--- src/rtl/bram_pixel_source.sv ---
// Raster pixel source: reads 24-bit RGB from a 1-cycle-latency frame BRAM and streams
// pixels with valid/ready, sof/eol and a frame_done pulse, using a 2-entry skid buffer.
module bram_pixel_source #(
    parameter int H_RES  = 64,
    parameter int V_RES  = 48,
    parameter int ADDR_W = 12
) (
    input  logic              aclk,
    input  logic              aresetn,
    input  logic              run,
    output logic              bram_en,
    output logic [ADDR_W-1:0] bram_addr,
    input  logic [23:0]       bram_rdata,
    output logic [7:0]        r,
    output logic [7:0]        g,
    output logic [7:0]        b,
    output logic              valid,
    input  logic              ready,
    output logic              sof,
    output logic              eol,
    output logic              busy,
    output logic              frame_done
);

    localparam int X_W = (H_RES > 1) ? $clog2(H_RES) : 1;
    localparam int Y_W = (V_RES > 1) ? $clog2(V_RES) : 1;

    typedef enum logic [1:0] {
        ST_IDLE,
        ST_RUN,
        ST_DRAIN
    } state_t;

    typedef struct packed {
        logic        sof;
        logic        eol;
        logic        last;
        logic [23:0] rgb;
    } entry_t;

    state_t            state_q, state_d;
    logic [X_W-1:0]    x_q, x_d;
    logic [Y_W-1:0]    y_q, y_d;
    logic [ADDR_W-1:0] addr_q, addr_d;

    // Sideband of the read currently in flight; it meets bram_rdata one cycle later.
    logic              pend_q, pend_d;
    logic              pend_sof_q, pend_sof_d;
    logic              pend_eol_q, pend_eol_d;
    logic              pend_last_q, pend_last_d;

    logic [1:0]        count_q, count_d;
    logic              rd_ptr_q, rd_ptr_d;
    logic              wr_ptr_q, wr_ptr_d;
    entry_t            mem_q [2];
    entry_t            mem_d [2];

    logic [1:0]        occ;
    logic              xfer;
    logic              issue;
    logic              x_last;
    logic              y_last;
    logic              frame_last;
    entry_t            head;

    always_comb begin
        occ        = count_q + 2'(pend_q);
        xfer       = (count_q != 2'd0) && ready;
        issue      = (state_q == ST_RUN) && ((occ < 2'd2) || xfer);
        x_last     = (x_q == X_W'(H_RES - 1));
        y_last     = (y_q == Y_W'(V_RES - 1));
        frame_last = x_last && y_last;
    end

    // Raster counters, in-flight tracking, buffer bookkeeping and FSM.
    always_comb begin
        state_d     = state_q;
        x_d         = x_q;
        y_d         = y_q;
        addr_d      = addr_q;
        pend_d      = issue;
        pend_sof_d  = (x_q == '0) && (y_q == '0);
        pend_eol_d  = x_last;
        pend_last_d = frame_last;
        count_d     = count_q + 2'(pend_q) - 2'(xfer);
        rd_ptr_d    = rd_ptr_q;
        wr_ptr_d    = wr_ptr_q;
        mem_d       = mem_q;

        if (issue) begin
            if (x_last) begin
                x_d = '0;
                if (y_last) begin
                    y_d    = '0;
                    addr_d = '0;
                end else begin
                    y_d    = y_q + Y_W'(1);
                    addr_d = addr_q + ADDR_W'(1);
                end
            end else begin
                x_d    = x_q + X_W'(1);
                addr_d = addr_q + ADDR_W'(1);
            end
        end

        if (pend_q) begin
            mem_d[wr_ptr_q] = '{sof: pend_sof_q, eol: pend_eol_q, last: pend_last_q, rgb: bram_rdata};
            wr_ptr_d        = ~wr_ptr_q;
        end

        if (xfer) begin
            rd_ptr_d = ~rd_ptr_q;
        end

        // run is only consulted in IDLE and when the final pixel of a frame is issued.
        case (state_q)
            ST_IDLE: begin
                if (run) state_d = ST_RUN;
            end
            ST_RUN: begin
                if (issue && frame_last && !run) state_d = ST_DRAIN;
            end
            ST_DRAIN: begin
                if (occ == 2'd0) state_d = ST_IDLE;
            end
            default: state_d = ST_IDLE;
        endcase
    end

    always_ff @(posedge aclk) begin
        if (!aresetn) begin
            state_q     <= ST_IDLE;
            x_q         <= '0;
            y_q         <= '0;
            addr_q      <= '0;
            pend_q      <= 1'b0;
            pend_sof_q  <= 1'b0;
            pend_eol_q  <= 1'b0;
            pend_last_q <= 1'b0;
            count_q     <= 2'd0;
            rd_ptr_q    <= 1'b0;
            wr_ptr_q    <= 1'b0;
            mem_q[0]    <= '0;
            mem_q[1]    <= '0;
        end else begin
            state_q     <= state_d;
            x_q         <= x_d;
            y_q         <= y_d;
            addr_q      <= addr_d;
            pend_q      <= pend_d;
            pend_sof_q  <= pend_sof_d;
            pend_eol_q  <= pend_eol_d;
            pend_last_q <= pend_last_d;
            count_q     <= count_d;
            rd_ptr_q    <= rd_ptr_d;
            wr_ptr_q    <= wr_ptr_d;
            mem_q[0]    <= mem_d[0];
            mem_q[1]    <= mem_d[1];
        end
    end

    // Head entry drives the stream; fields are masked so nothing leaks while empty.
    always_comb begin
        head       = mem_q[rd_ptr_q];
        valid      = (count_q != 2'd0);
        r          = valid ? head.rgb[23:16] : 8'd0;
        g          = valid ? head.rgb[15:8]  : 8'd0;
        b          = valid ? head.rgb[7:0]   : 8'd0;
        sof        = valid && head.sof;
        eol        = valid && head.eol;
        frame_done = xfer && head.last;
        busy       = (state_q != ST_IDLE) || (count_q != 2'd0) || pend_q;
        bram_en    = issue;
        bram_addr  = addr_q;
    end

endmodule

--- config.mk ---
export PLATFORM = sky130hd
export DESIGN_NAME = bram_pixel_source
export DESIGN_NICKNAME = d
export VERILOG_FILES = /design/src/rtl/bram_pixel_source.sv
export SDC_FILE = /design/constraint.sdc
export NUM_CORES = 1
export LEC_CHECK = 0
export ABC_CLOCK_PERIOD_IN_PS = 2450
export CAP_MARGIN = 5
export CORE_MARGIN = 1.5
export CORE_UTILIZATION = 52
export DETAILED_ROUTE_END_ITERATION = 16
export PLACE_DENSITY_LB_ADDON = 0.2
export SLEW_MARGIN = 40
export SYNTH_ARGS = -nofsm -noshare
export SYNTH_HDL_FRONTEND = slang
export SYNTH_SLANG_ARGS = --single-unit
--- constraint.sdc ---
create_clock -name aclk -period 2.45 [get_ports aclk]
set_clock_uncertainty 0.1 [all_clocks]
set_input_delay 0.245 -clock aclk [delete_from_list [all_inputs] [get_ports aclk]]
set_output_delay 0.245 -clock aclk [all_outputs]
set_load 0.01 [all_outputs]
* Word level (Yosys, flattened, before mapping) *
Cells that the tools add are included.

word-level totals
  word-level logic and storage cells = 78
  output and inout bits = 42
  register bits = 88
  input bits = 28

cells by class
  reductions and logical operators = 22
  bitwise logic cells = 4
  magnitude comparators = 4
  multiplexer cells = 17
  add/sub/neg operators = 5
  equality and inequality tests = 7

operators with widths
  cell                   number
  $mux 27                4
  $bwmux 54              1
  $demux 27 s1           1
  $mux 12                2
  $mux 8                 3
  $add 12x1->12 const B  1
  $add 6x1->6 const B    2
  $eq 6x6->1 const B     2
  $logic_not 6->1        2
  $mux 6                 2
  $logic_and 1x1->1      10
  $mux 2                 3
  $pmux 2 s3             1
  $ge 2x2->1 const B     2
  $logic_not 2->1        2
  $ne 2x2->1 const B     2
  $not 1->2              2
  $reduce_bool 2->1      2
  $logic_or 1x1->1       3
  $reduce_and 3->1       1
  $add 2x1->2            1
  $eq 2x1->1 const B     1
  $eq 2x2->1 const B     1
  $lt 2x1->1 const B     1
  6 further kinds        7

* Logic depth before layout (Yosys ltp) *
Gate-level depths: netlist of the first run.

  depth in word-level cells = 8
  gate-level depth with buffers = 7
  depth with buffers taken out = 7

* Worst setup path after synthesis of the first run *
Ideal clock, no wire load.

  path kind = register to register
  start point = reg pend_q
  end point = reg addr_q[6], in the netlist bram_addr[6]
  buffers on the path = 1
  stages on the path, launching flop included = 7
  library setup time = 0.066 ns
  arrival = 1.776 ns
  required time = 2.284 ns
  clock period less this slack = 1.942 ns
  path slack = 0.508 ns
  path through = dfxtp_1 > ha_1 > xnor2_2 > o211ai_4 > buf_6 > or4_4 > a21oi_2

on the way
  longest elaborated chain between the ends = 4

ends and longest elaborated chain
  what                    line  text
  from (decl)             47    logic pend_q, pend_d;
  from (signal assigned)  150   pend_q <= pend_d;
  $add 2x1->2             67    occ = count_q + 2'(pend_q);
  $lt 2x2->1              69    issue = (state_q == ST_RUN) && ((occ < 2'd2) || xfer);
  $logic_or 1x1->1        69
  $logic_and 1x1->1       69
  to (signal assigned)    149   addr_q <= addr_d;
  to (decl)               44    logic [ADDR_W-1:0] addr_q, addr_d;

Every way passes these cells.
A chain may end at the register's enable or synchronous reset.

* Worst setup path after layout of the first run *
  start point = reg count_q[0]
  end point = out bram_en

on the way
  longest elaborated chain between the ends = 4
  elaborated cells on any way between the ends = 6
  those cells by class = add/sub: 1; order compare: 1; reduce/logical: 4

ends and longest elaborated chain
  what                                              line    text
  from (decl)                                       52      logic [1:0] count_q, count_d;
  from (signal assigned)                            154     count_q <= count_d;
  $add 2x1->2 or $reduce_bool 2->1 (tied branches)  67, 68
  $lt 2x2->1 or $logic_and 1x1->1 (tied branches)   69, 68
  $logic_or 1x1->1 (*)                              69
  $logic_and 1x1->1 (*)                             69
  to (decl)                                         11      output logic bram_en,

Mark *: on every way between the ends. The rest lies on a longest branch, timed or not.

==> qor.csv, run 1 <==
metric,value,unit
finalWeightedCongestion,0.837,
port_buffers,69,
syn_nets,525,
syn-cell-area,3910,um^2
fp.dieH,89.7,um
p_leak,1.60,nW
drv_slew,0,
ys_warn_count,0,
whs_path_depth,2,
maxCapViolCount,0,
synth_top_family_by_area,simple AND/OR/NAND/NOR gates,
core.rowCount,31,
ir_drop,0.000459,V
die_area,8040,um^2
finalCritPeriodShare,0.945,
overflow,0,
synthSimpleGateAreaFrac,0.243,
num_vias,3554,
hp-class,reg2reg,
synth_compound_area_frac,0.161,
start_util,0.539,
fill_cells,626,
cts_tree,built,
fin_crit,2.31,ns
tns,0,ns
slew-limit-headroom,0.595,
first_iter_violations,170,
mostFrequentLayoutCells,"nand2_1 (125), dfxtp_1 (86), a21oi_1 (79), clkdlybuf4s50_1 (68), nor2_1 (35)",
cts.sinks,88,
cp-end-kind,output pin,
die_w,89.7,um
grt_max_degree,33,
cp_num_buf_inv,2,
crit_arrival,1.97,ns
critical_path.slowest_cell,or3b_4,
layout_commonest_cell,nand2_1,
routedWlPerCell,13.9,um
synthesis.area_per_instance,7.97,um^2
tightestPinTransition,0.608,ns
fmax,432,MHz
drt_pass1_iterations,5,
clock_latency,0.35,ns
cts.clk_slew.worst_paths,0.10,ns
ant_nets,0,
setup_violations,0,
reg2reg_depth,5,
cp-start-kind,flip-flop,
hold-worst-slack,0.354,ns
clk_path_buf_depth,2,
critical-path-max-stage-delay,0.42,ns
synth_fa_ha_area_frac,0.0224,
grt_pass1_wl,14600,um
required,2.11,ns
coreArea,7250,um^2
vias_per_cell,5.43,
ctsHoldBuffers,0,
synth-edff-count,0,
synth-xor-area-share,0.00865,
routed_wl,9120,um
post-route-util,0.675,
async_flop_share,0,
drive_gt1_frac,0.0719,
crit_chain,ha_2 > or3b_4 > o211ai_4 > inv_2 > dlygate4sd2_1,
p_per_area,701,nW/um^2
muxShareOfSynthArea,0.0692,
dp.final_hpwl,6080,um
track_usage,0.234,
grt_pass1_vias,3217,
fin_nets,586,
path_class,reg2out,
htreeDepth,3,
cts_root_buf,clkbuf_8,
pin_count,70,
crit_cells,5,
seq_area_frac_synth,0.451,
antenna_found_initial,0,
synth_ff_type,dfxtp_1,
status,completed,
ys_seq_elements,88,
netlist_instances,490,
cp_max_fo,8,
critical-path-top-delay-family,simple AND/OR/NAND/NOR gates,
cts_buffers,9,
areaGrowthSynthToFinish,25.3,%
postCtsSetupBuffers,0,
n_antenna_cell,0,
synth_cell_type_count,44,
finalHoldViolCount,0,
rsz0062_at_grt,false,
drc,0,
## power breakdown
part	switching, mW	internal [mW]
combinational	0.465	0.353
clock	0.541	0.482
sequential	0.0873	1.50
total	1.09	2.34
## routing by layer
layer / global-route usage / up-vias / part of all wire
li1: - / 1787 / -
met1: 0.302 / 1689 / 0.45
met2: 0.402 / 71 / 0.50
met3: 0.0338 / 7 / 0.036
met4: 0.0783 / 0 / 0.010
met5: 0 / - / 0
## synth_stat cells (2+ instances only)
cell      number  area, um^2
nand4_1        2        12.5
buf_2          3        15.0
buf_4          2        15.0
buf_1          4        15.0
ha_1           7        87.6
o31ai_1       11        82.6
mux2i_1       27         270
a21oi_1       79         395
and2_1         3        18.8
nor4_1         3        18.8
nand2b_1       3        18.8
nor2b_1        2        12.5
and3_1         3        18.8
nand3_1       11        55.1
nor2_1        36         135
nand2_1      125         469
xor2_1         2        17.5
dfxtp_1       88        1760
o21ai_1        2        10.0
o21ai_0        8        40.0
or4_1         11        82.6
clkbuf_1      19        71.3
inv_1         12        45.0
a211oi_1       2        15.0
or3_1          6        37.5
## cell type report
type	instances	area, um^2	share of cell area
clock buffer	9	124	0.0253
clock inverter	7	78.8	0.0161
inverter	13	48.8	0.00997
multi-input combinational	360	1980	0.404
sequential	88	1760	0.360
tap	99	124	0.0253
timing repair buffer	79	777	0.159
## worst min-delay path, stage by stage, from the launching register on
cell and delay (ns):
dfxtp_1 0.32, nand2_1 0.05, a21oi_1 0.05
## path summary, 6_finish.rpt
kind / start / end / slack (ns)
worst max-delay path: count_q[0]$_SDFF_PN0_ / bram_en / 0.14
worst min-delay path: mem_q[0]$_SDFFE_PN0P_ / mem_q[0]$_SDFFE_PN0P_ / 0.35
worst max register to register: x_q[0]$_SDFFE_PN0N_ / y_q[0]$_SDFFE_PN0P_ / 0.25
worst min register to register: mem_q[0]$_SDFFE_PN0P_ / mem_q[0]$_SDFFE_PN0P_ / 0.35
## cells by family after synthesis
kind of cell    after synthesis
flops                        88
compound gates              110
buf+inv                      42
xor+xnor                      3
mux                          27
fa+ha+maj                     7
simple gates                213
## stage by stage
step	total power, mW	std cells	instance area, um^2	setup WS, ns
5_1_grt	3.58	655	4890	0.0349
6_report	3.43	655	4890	0.136
4_1_cts	3.45	655	4890	0.142
2_1_floorplan	2.11	490	3910	0.508
3_3_place_gp	2.42	639	4690	0.300
3_5_place_dp	2.44	639	4690	0.257
## sequential cells by signal, indices dropped and copies added (netlist names), 2 cells and up
register / cells
mem_q: 54
count_q: 2
state_q: 2
bram_addr: 12
x_q: 6
y_q: 6
## repair_timing
action | 4_1_cts | 5_1_grt
hold endpoints to repair | 0 | 0
setup endpoints to repair | 1 | 0
gates resized for setup | 4 | 0
Note: power is estimated with default switching activity, not from simulation.
==> inputs of run 2 (changes only) <==
CAP_MARGIN = not set   (was 5)
==> results of run 2 <==
Same layout as run 1: the final DEF is identical, and so are final timing and power.
